<file path="src/rtl/ctrl_pipe_unit.sv">
// ctrl_pipe_unit: control path of a five-stage RV32I pipeline.
// ID decodes the control bits, and registered ID/EX, EX/MEM and MEM/WB
// stages carry them forward. Bubbles are inserted on load-use hazards,
// branch flushes and while draining. All stages freeze on a memory stall.
// A halting ecall drains the pipe and then halts it. Retired non-bubble
// instructions are counted.
module ctrl_pipe_unit #(
  parameter int XLEN      = 32,
  parameter int HALT_CODE = 10,
  parameter int CNT_WIDTH = 32
) (
  input  logic                 clk,
  input  logic                 reset_n,
  input  logic [31:0]          id_inst,
  input  logic                 id_valid,
  input  logic                 load_use_hazard,
  input  logic                 flush,
  input  logic                 mem_stall,
  input  logic [XLEN-1:0]      id_x17,
  output logic                 ex_alu_src,
  output logic                 ex_branch,
  output logic                 ex_jal,
  output logic                 ex_jalr,
  output logic [1:0]           ex_alu_op,
  output logic                 mem_mem_read,
  output logic                 mem_mem_write,
  output logic                 wb_reg_write,
  output logic                 wb_mem_to_reg,
  output logic                 wb_pc_to_reg,
  output logic                 fetch_stop,
  output logic                 is_halted,
  output logic [CNT_WIDTH-1:0] retired
);

  localparam logic [6:0] OP_LOAD   = 7'b0000011;
  localparam logic [6:0] OP_STORE  = 7'b0100011;
  localparam logic [6:0] OP_BRANCH = 7'b1100011;
  localparam logic [6:0] OP_ECALL  = 7'b1110011;
  localparam logic [6:0] OP_ARITH  = 7'b0110011;
  localparam logic [6:0] OP_ARITHI = 7'b0010011;
  localparam logic [6:0] OP_JAL    = 7'b1101111;
  localparam logic [6:0] OP_JALR   = 7'b1100111;
  localparam logic [XLEN-1:0] HALT_VAL = XLEN'(HALT_CODE);

  typedef enum logic [1:0] {
    ST_RUN    = 2'b00,
    ST_DRAIN  = 2'b01,
    ST_HALTED = 2'b10
  } state_t;

  typedef struct packed {
    logic       valid;
    logic       halt;
    logic       alu_src;
    logic       branch;
    logic       jal;
    logic       jalr;
    logic [1:0] alu_op;
    logic       mem_read;
    logic       mem_write;
    logic       reg_write;
    logic       mem_to_reg;
    logic       pc_to_reg;
  } idex_t;

  typedef struct packed {
    logic valid;
    logic halt;
    logic mem_read;
    logic mem_write;
    logic reg_write;
    logic mem_to_reg;
    logic pc_to_reg;
  } exmem_t;

  typedef struct packed {
    logic valid;
    logic halt;
    logic reg_write;
    logic mem_to_reg;
    logic pc_to_reg;
  } memwb_t;

  state_t state_r, state_next_s;
  idex_t  dec_s, idex_r;
  exmem_t exmem_r;
  memwb_t memwb_r;
  logic   capture_s;

  // Decode the ID instruction into stage controls; anything unknown is a bubble.
  always_comb begin
    dec_s = '{default: 1'b0};
    if (id_valid) begin
      case (id_inst[6:0])
        OP_LOAD: begin
          dec_s.valid = 1'b1; dec_s.alu_src = 1'b1; dec_s.mem_read = 1'b1;
          dec_s.reg_write = 1'b1; dec_s.mem_to_reg = 1'b1;
        end
        OP_STORE: begin
          dec_s.valid = 1'b1; dec_s.alu_src = 1'b1; dec_s.mem_write = 1'b1;
        end
        OP_BRANCH: begin
          dec_s.valid = 1'b1; dec_s.branch = 1'b1; dec_s.alu_op = 2'b01;
        end
        OP_ECALL: begin
          dec_s.valid = 1'b1; dec_s.alu_src = 1'b1;
          dec_s.halt = (id_x17 == HALT_VAL);
        end
        OP_ARITH: begin
          dec_s.valid = 1'b1; dec_s.reg_write = 1'b1; dec_s.alu_op = 2'b10;
        end
        OP_ARITHI: begin
          dec_s.valid = 1'b1; dec_s.alu_src = 1'b1; dec_s.reg_write = 1'b1;
          dec_s.alu_op = 2'b10;
        end
        OP_JAL: begin
          dec_s.valid = 1'b1; dec_s.alu_src = 1'b1; dec_s.jal = 1'b1;
          dec_s.reg_write = 1'b1; dec_s.pc_to_reg = 1'b1;
        end
        OP_JALR: begin
          dec_s.valid = 1'b1; dec_s.alu_src = 1'b1; dec_s.jalr = 1'b1;
          dec_s.reg_write = 1'b1; dec_s.pc_to_reg = 1'b1;
        end
        default: dec_s = '{default: 1'b0};
      endcase
    end else begin
      dec_s = '{default: 1'b0};
    end
  end

  // The ID instruction really enters ID/EX only in RUN with no stall, flush or hazard.
  always_comb begin
    capture_s = (state_r == ST_RUN) && !mem_stall && !flush && !load_use_hazard;
  end

  // Next-state logic: start draining on a captured halt, halt once it leaves WB.
  always_comb begin
    state_next_s = state_r;
    case (state_r)
      ST_RUN: begin
        if (capture_s && dec_s.halt) state_next_s = ST_DRAIN;
        else                          state_next_s = ST_RUN;
      end
      ST_DRAIN: begin
        if (memwb_r.halt && !mem_stall) state_next_s = ST_HALTED;
        else                            state_next_s = ST_DRAIN;
      end
      ST_HALTED: state_next_s = ST_HALTED;
      default:   state_next_s = ST_RUN;
    endcase
  end

  // State register.
  always_ff @(posedge clk or negedge reset_n) begin
    if (!reset_n) state_r <= ST_RUN;
    else          state_r <= state_next_s;
  end

  // Stage registers: hold on stall, flush everything when halted, else advance.
  always_ff @(posedge clk or negedge reset_n) begin
    if (!reset_n) begin
      idex_r  <= '{default: 1'b0};
      exmem_r <= '{default: 1'b0};
      memwb_r <= '{default: 1'b0};
    end else if (mem_stall) begin
      idex_r  <= idex_r;
      exmem_r <= exmem_r;
      memwb_r <= memwb_r;
    end else if (state_r == ST_HALTED) begin
      idex_r  <= '{default: 1'b0};
      exmem_r <= '{default: 1'b0};
      memwb_r <= '{default: 1'b0};
    end else begin
      if (capture_s) idex_r <= dec_s;
      else           idex_r <= '{default: 1'b0};
      exmem_r <= '{valid: idex_r.valid, halt: idex_r.halt,
                   mem_read: idex_r.mem_read, mem_write: idex_r.mem_write,
                   reg_write: idex_r.reg_write, mem_to_reg: idex_r.mem_to_reg,
                   pc_to_reg: idex_r.pc_to_reg};
      memwb_r <= '{valid: exmem_r.valid, halt: exmem_r.halt,
                   reg_write: exmem_r.reg_write, mem_to_reg: exmem_r.mem_to_reg,
                   pc_to_reg: exmem_r.pc_to_reg};
    end
  end

  // Retired counter: one per real instruction leaving WB; wraps naturally.
  always_ff @(posedge clk or negedge reset_n) begin
    if (!reset_n)                      retired <= {CNT_WIDTH{1'b0}};
    else if (memwb_r.valid && !mem_stall) retired <= retired + {{(CNT_WIDTH-1){1'b0}}, 1'b1};
    else                               retired <= retired;
  end

  assign ex_alu_src    = idex_r.alu_src;
  assign ex_branch     = idex_r.branch;
  assign ex_jal        = idex_r.jal;
  assign ex_jalr       = idex_r.jalr;
  assign ex_alu_op     = idex_r.alu_op;
  assign mem_mem_read  = exmem_r.mem_read;
  assign mem_mem_write = exmem_r.mem_write;
  assign wb_reg_write  = memwb_r.reg_write;
  assign wb_mem_to_reg = memwb_r.mem_to_reg;
  assign wb_pc_to_reg  = memwb_r.pc_to_reg;
  assign fetch_stop    = (state_r != ST_RUN);
  assign is_halted     = (memwb_r.halt && memwb_r.valid) || (state_r == ST_HALTED);

endmodule

</file>
<file path="config.mk">
export PLATFORM = sky130hd
export DESIGN_NAME = ctrl_pipe_unit
export DESIGN_NICKNAME = d
export VERILOG_FILES = /design/src/rtl/ctrl_pipe_unit.sv
export SDC_FILE = /design/constraint.sdc
export NUM_CORES = 1
export LEC_CHECK = 0
export ABC_AREA = 1
export BUFFER_PORTS_ARGS = -buffer_cell sky130_fd_sc_hd__clkbuf_2
export CAP_MARGIN = 20
export CORE_MARGIN = 2
export CORE_UTILIZATION = 40
export CTS_CLUSTER_DIAMETER = 60
export DETAILED_ROUTE_END_ITERATION = 6
export HOLD_SLACK_MARGIN = 0.03
export PLACE_DENSITY = 0.68
export SLEW_MARGIN = 5
export SYNTH_ARGS = -nofsm -noshare
export SYNTH_HDL_FRONTEND = slang
export SYNTH_SLANG_ARGS = --single-unit
</file>
<file path="constraint.sdc">
create_clock -name clk -period 1.7 [get_ports clk]
set_input_delay 0.34 -clock clk [delete_from_list [all_inputs] [get_ports clk]]
set_output_delay 0.34 -clock clk [all_outputs]
set_load 0.02 [all_outputs]
</file>
==> metrics.txt, run 1 <==
status=complete, no violations; CTS Buffer Depth=2; vias in the first global route=2538; number of port buffers=89; setup_tns=0 ns; initial core utilization=41.79%; number of diodes=0; GPL Wtd Cong=0.9295; Synth area leaders=dfrtp_1, nand2_1, inv_1; R2R Path Start=retired[1]; min Tclk post-route=1.555 ns; dpl hpwl=4825 um; Leak Pwr=1.892 nW; DR WL/cell=11.08 um; die height=88.71 um; TritonCTS Sinks=56; die width=88.71 um; Design Power=2.228 mW; Pwr Density=625.6 nW/um2; initial antenna violation count=0; register area share after synthesis=48.82%; highest clock rate=0.6429 GHz; Area growth syn-to-layout=24.06%; total core area=6869 um2; peak supply drop=0.0002492 V; worst hold margin=0.3505 ns; fin. max-slew vios=0; R2R setup slack=0.18 ns; first-pass GRT wire length=10720 um; Tcrit/Tclk final=91.49%; gate count after technology mapping=358; Synth cell types=28; Worst Tran Pin Value=0.3314 ns; Clock Latency Late Sink=0.30 ns; GRT Total Usage=17.10%; max FFs per register=32; Detailed Route Iter0 Violations=110; share of layout cells above drive strength 1=25.88%; DRC viols=0; Synth Net Count=429; max_cap viols=0; Detailed Route WL=6118 um; critical path class=reg2out; Critical Path AT=1.22 ns; synthesized flop and latch total=56; HP Class=in2reg; grt total ovfl=0; top-area cell type share of the netlist area=48.82%; post-synthesis cell area=2870 um2; Final Hold Viols=0; DR pass1 iterations=4; Top Registers=retired: 32 flops, idex_r: 6 flops, exmem_r: 4 flops; leading area contributor after synthesis=dfrtp_1; Avg Inst Size Synth=8.017 um2; crit start category=flip-flop; CTS root buf=clkbuf_8; synth warn=0; Via Count=2614; CTS tree=done; Relative slew margins=77.83%; CTS Buf Count=5; Setup crit end kind=primary output; crit-path max FO=6; Fillers=683; # rows=30; H-Tree Depth=2; Antenna Nets Post-Route=0; die area=7869 um2; clk_skew=0.008793 ns; Nets=526; Worst-path clk slew=0.09 ns; Ports=115; largest net degree at the start of global routing=57; Largest Register=retired; Vias/cell=4.736; Hold Startpoint=mem_stall; final setup vio count=0; Critical Path Start=state_r[0]; CP Data Required Time=1.36 ns; unrepaired setup endpoints after global routing=false
-- final timing paths --
check                      cells after the start            to
max reg2reg                                    8   retired[26]
max in group asynchronous                      3   retired[24]
min reg2reg                                    2    idex_r[12]
min in group asynchronous                      3   retired[29]
max                                            4     is_halted
min                                            3  wb_reg_write
-- cells in the final DEF, fill, tap and decap left out --
master / count
nand2_1: 99
clkbuf_2: 89
dfrtp_1: 56
inv_1: 45
nor2_1: 41
nand3_1: 24
o21ai_0: 15
xor2_1: 13
nand4_1: 11
nor3_1: 10
o22ai_1: 7
xnor2_1: 7
nor2_2: 6
clkbuf_8: 6
nand3_2: 3
nor2_4: 3
buf_4: 3
inv_2: 2
nand3b_1: 2
clkbuf_1: 2
inv_4: 1
and3_1: 1
nand2_4: 1
nor2_8: 1
nand2_2: 1
o21ai_1: 1
nand3b_4: 1
and2_1: 1
a31oi_1: 1
ha_1: 1
dlygate4sd3_1: 1
buf_12: 1
-- logic make-up after synthesis --
logic type | share of synthesized area, %
fa+ha+maj | 0.4359
simple gates | 32.96
xor+xnor | 6.103
compound gates | 4.533
flops | 48.82
buf+inv | 7.149
-- metal layers --
| layer | share of wire (%) | GRT usage [%] |
|---|---|---|
| met5 | 0 | 0 |
| met4 | 1.5 | 5.647 |
| met3 | 6.1 | 3.731 |
| met2 | 49 | 29.38 |
| met1 | 44 | 21.32 |
-- synthesized netlist by cell type --
master,instances
nand3_1,25
nand3b_1,2
nand3_2,2
o21ai_0,15
clkbuf_1,2
buf_4,2
o21ai_1,1
xnor2_1,7
nor2_8,1
nand2_4,1
nand2_1,99
nor2_2,6
inv_1,45
nor3_1,10
a31oi_1,1
and3_1,1
and2_1,1
dfrtp_1,56
nand2_2,1
inv_4,1
nor2_1,41
inv_2,2
nand4_1,11
o22ai_1,7
nor2_4,3
nand3b_4,1
ha_1,1
xor2_1,13
-- power by group --
group / internal [mW] / switching (mW) / leakage (nW)
combinational: 0.0679 / 0.0883 / 1.10
clock: 0.333 / 0.399 / 0.0455
sequential: 1.34 / 0.00375 / 0.744
-- stage by stage --
stage / area (um2) / util, % / cells / setup WS [ns]
after floorplan: 2870 / - / 358 / 0.07876
after global placement: 3456 / 50.31 / 543 / 0.1599
after detailed placement: 3456 / 50.31 / 543 / 0.1110
after CTS: 3556 / 51.77 / 552 / 0.08613
after global routing: 3561 / 51.84 / 552 / 0.01304
final: 3561 / 51.84 / 552 / 0.1447
-- critical path, cell delays in order (launching register included) --
cell and delay [ns]:
dfrtp_1 0.39, inv_1 0.07, nand2_1 0.13, o21ai_0 0.13, clkbuf_2 0.20
-- area by class of cell --
class / count / area (um2) / area share, %
sequential: 56 / 1401 / 39.35
multi-input combinational: 250 / 1269 / 35.63
timing repair buffer: 94 / 498.0 / 13.98
inverter: 48 / 182.7 / 5.130
tap: 96 / 120.1 / 3.373
clock buffer: 8 / 90.09 / 2.530
-- timing repair --
action,CTS,global route
hold endpoints to repair,14,0
setup endpoints to repair,0,2
setup buffers,0,0
hold buffers,1,0
gates resized for setup,0,1
Note: power is estimated with default switching activity, not from simulation.
==> inputs of run 2 (changes only) <==
- CORE_ASPECT_RATIO: not set -> 0.8
==> run 2 against run 1 <==
Hold slack worse by 0.018 ns. Routed wire length rose by 3.7%. Register-to-register slack got worse by 0.03 ns. Die area barely moved. Power grew 1.1%.
==> metrics.txt, run 2 (synthesis results as in run 1) <==
end point of the worst hold path=ex_alu_op[1]; Post-Place Cells=534 (-1.7%); Design Power=2.252 mW (+1.1%); Worst Tran Pin Value=0.3618 ns (+0.03037 ns); TritonCTS Sinks=56 (unchanged); Final Hold Viols=0 (unchanged); die area=7873 um2 (about the same); fin. max-slew vios=0 (unchanged); DR WL/cell=11.69 um (+5.5%); Worst-path clk slew=0.10 ns (about the same); GPL Wtd Cong=0.8246 (-11%); Setup crit end kind=primary output; vias in the first global route=2439 (-3.9%); DR pass1 iterations=4 (unchanged); min Tclk post-route=1.589 ns (+0.03341 ns); postcts setup bufs=0 (unchanged); dpl hpwl=4946 um (+2.5%); die height=79.77 um (-10%); most common cell after layout, fill and taps aside=nand2_1; highest clock rate=0.6294 GHz (-2.1%); Detailed Route Iter0 Violations=104 (-5.5%); Detailed Route WL=6347 um (+3.7%); Top Registers=retired: 32 flops, idex_r: 6 flops, exmem_r: 4 flops; Relative slew margins=75.79% (-2.0 points); CTS root buf=clkbuf_8; most frequent cells in the layout=nand2_1, clkbuf_2, dfrtp_1; Leak Pwr=1.892 nW (unchanged); Critical Path AT=1.25 ns (+0.03 ns); Pwr Density=634.4 nW/um2 (+1.4%); status=complete, no violations; peak supply drop=0.0002793 V (+12%); die width=98.71 um (+11%); FF/Latch Area=1401 um2 (unchanged); number of diodes=0 (unchanged); max_cap viols=0 (unchanged); Non-Filler Instances=543 (-1.6%); Vias/cell=4.680 (-1.2%); Clock Latency Late Sink=0.30 ns (about the same); Largest Register=retired; setup_tns=0 ns (unchanged); number of port buffers=89 (unchanged); share of layout cells above drive strength 1=25.88% (unchanged); Via Count=2541 (-2.8%); max FFs per register=32 (unchanged); critical path class=reg2out; Area growth syn-to-layout=23.67%; Fillers=670 (-1.9%); Antenna Nets Post-Route=0 (unchanged); initial core utilization=41.45% (-0.34 points); Tcrit/Tclk final=93.46% (+2.0 points); crit-path max FO=6 (unchanged); Ports=115 (unchanged); # rows=27 (-10%); first-pass GRT wire length=11070 um (+3.3%); CP Data Required Time=1.36 ns (about the same); CTS Buffer Depth=2 (unchanged); largest net degree at the start of global routing=57 (unchanged); multi-input logic area=1269 um2 (unchanged); CTS tree=done; crit start category=flip-flop; R2R depth=8 (unchanged); Nets=526 (unchanged); HP Class=in2reg; grt total ovfl=0 (unchanged); final setup vio count=0 (unchanged); R2R Path Start=retired[1]; Hold Startpoint=id_inst[4]; Hold Path Stages=3 (unchanged); DRC viols=0 (unchanged); R2R setup slack=0.15 ns (-0.03 ns); worst reg2reg path endpoint=retired[30]; initial antenna violation count=0 (unchanged); total core area=6925 um2 (+0.82%); GRT Total Usage=17.36% (+0.26 points); H-Tree Depth=2 (unchanged); CTS Buf Count=5 (unchanged); clk_skew=0.005573 ns (-0.003220 ns)
## run 2: layer usage
| layer | part of all wire [%] | GRT usage, % | wire (um) | vias to the layer above |
|---|---|---|---|---|
| li1 | - | - | - | 1328 |
| met1 | 51 | 25.00 | 3238 | 1153 |
| met2 | 44 | 26.53 | 2767 | 49 |
| met3 | 3.8 | 3.240 | 244 | 11 |
| met4 | 1.5 | 5.616 | 97 | 0 |
| met5 | 0 | 0 | 0 | - |
## run 2: metrics by stage
stage | hold WS [ns] | setup slack (ns) | utilization (%) | cell area, um2
floorplan | 0.04441 | 0.07876 | - | 2870
global placement | 0.3701 | 0.1369 | 49.74 | 3445
detailed placement | 0.3685 | 0.09671 | 49.74 | 3445
CTS | 0.3315 | 0.07303 | 51.18 | 3545
global route | 0.3591 | -0.001087 | 51.26 | 3550
finish | 0.3325 | 0.1113 | 51.26 | 3550
## run 2: power breakdown
| part | total (mW) | internal [mW] | switching, mW |
|---|---|---|---|
| Sequential | 1.34 | 1.34 | 0.00328 |
| Combinational | 0.156 | 0.0678 | 0.0881 |
| Clock | 0.757 | 0.334 | 0.423 |
| Total | 2.25 | 1.74 | 0.514 |
## run 2: how the worst max path moves through the flow
| stage | startpoint | endpoint | cells past startpoint |
|---|---|---|---|
| floorplan | retired[0] | retired[28] | 8 |
| global placement | retired[1] | retired[30] | 8 |
| detailed placement | retired[1] | retired[30] | 8 |
| CTS | retired[1] | retired[30] | 8 |
| global route | retired[1] | retired[24] | 8 |
| finish | state_r[0] | is_halted | 4 |
## run 2: layout make-up
type | instances | share of cell area, %
Sequential cell | 56 | 39.48
Multi-Input combinational cell | 250 | 35.74
Timing Repair Buffer | 94 | 14.03
Inverter | 48 | 5.146
Tap cell | 87 | 3.067
Clock buffer | 8 | 2.538
## run 2: worst max-delay path, cell delays in order (launching register included)
cell      delay (ns)
dfrtp_1         0.39
inv_1           0.07
nand2_1         0.13
o21ai_0         0.14
clkbuf_2        0.21
## run 2: repair_timing
action / in CTS / in global routing
hold endpoints to repair: 11 / 0
setup endpoints to repair: 0 / 4
gates resized for setup: 0 / 1
hold buffers: 1 / 0
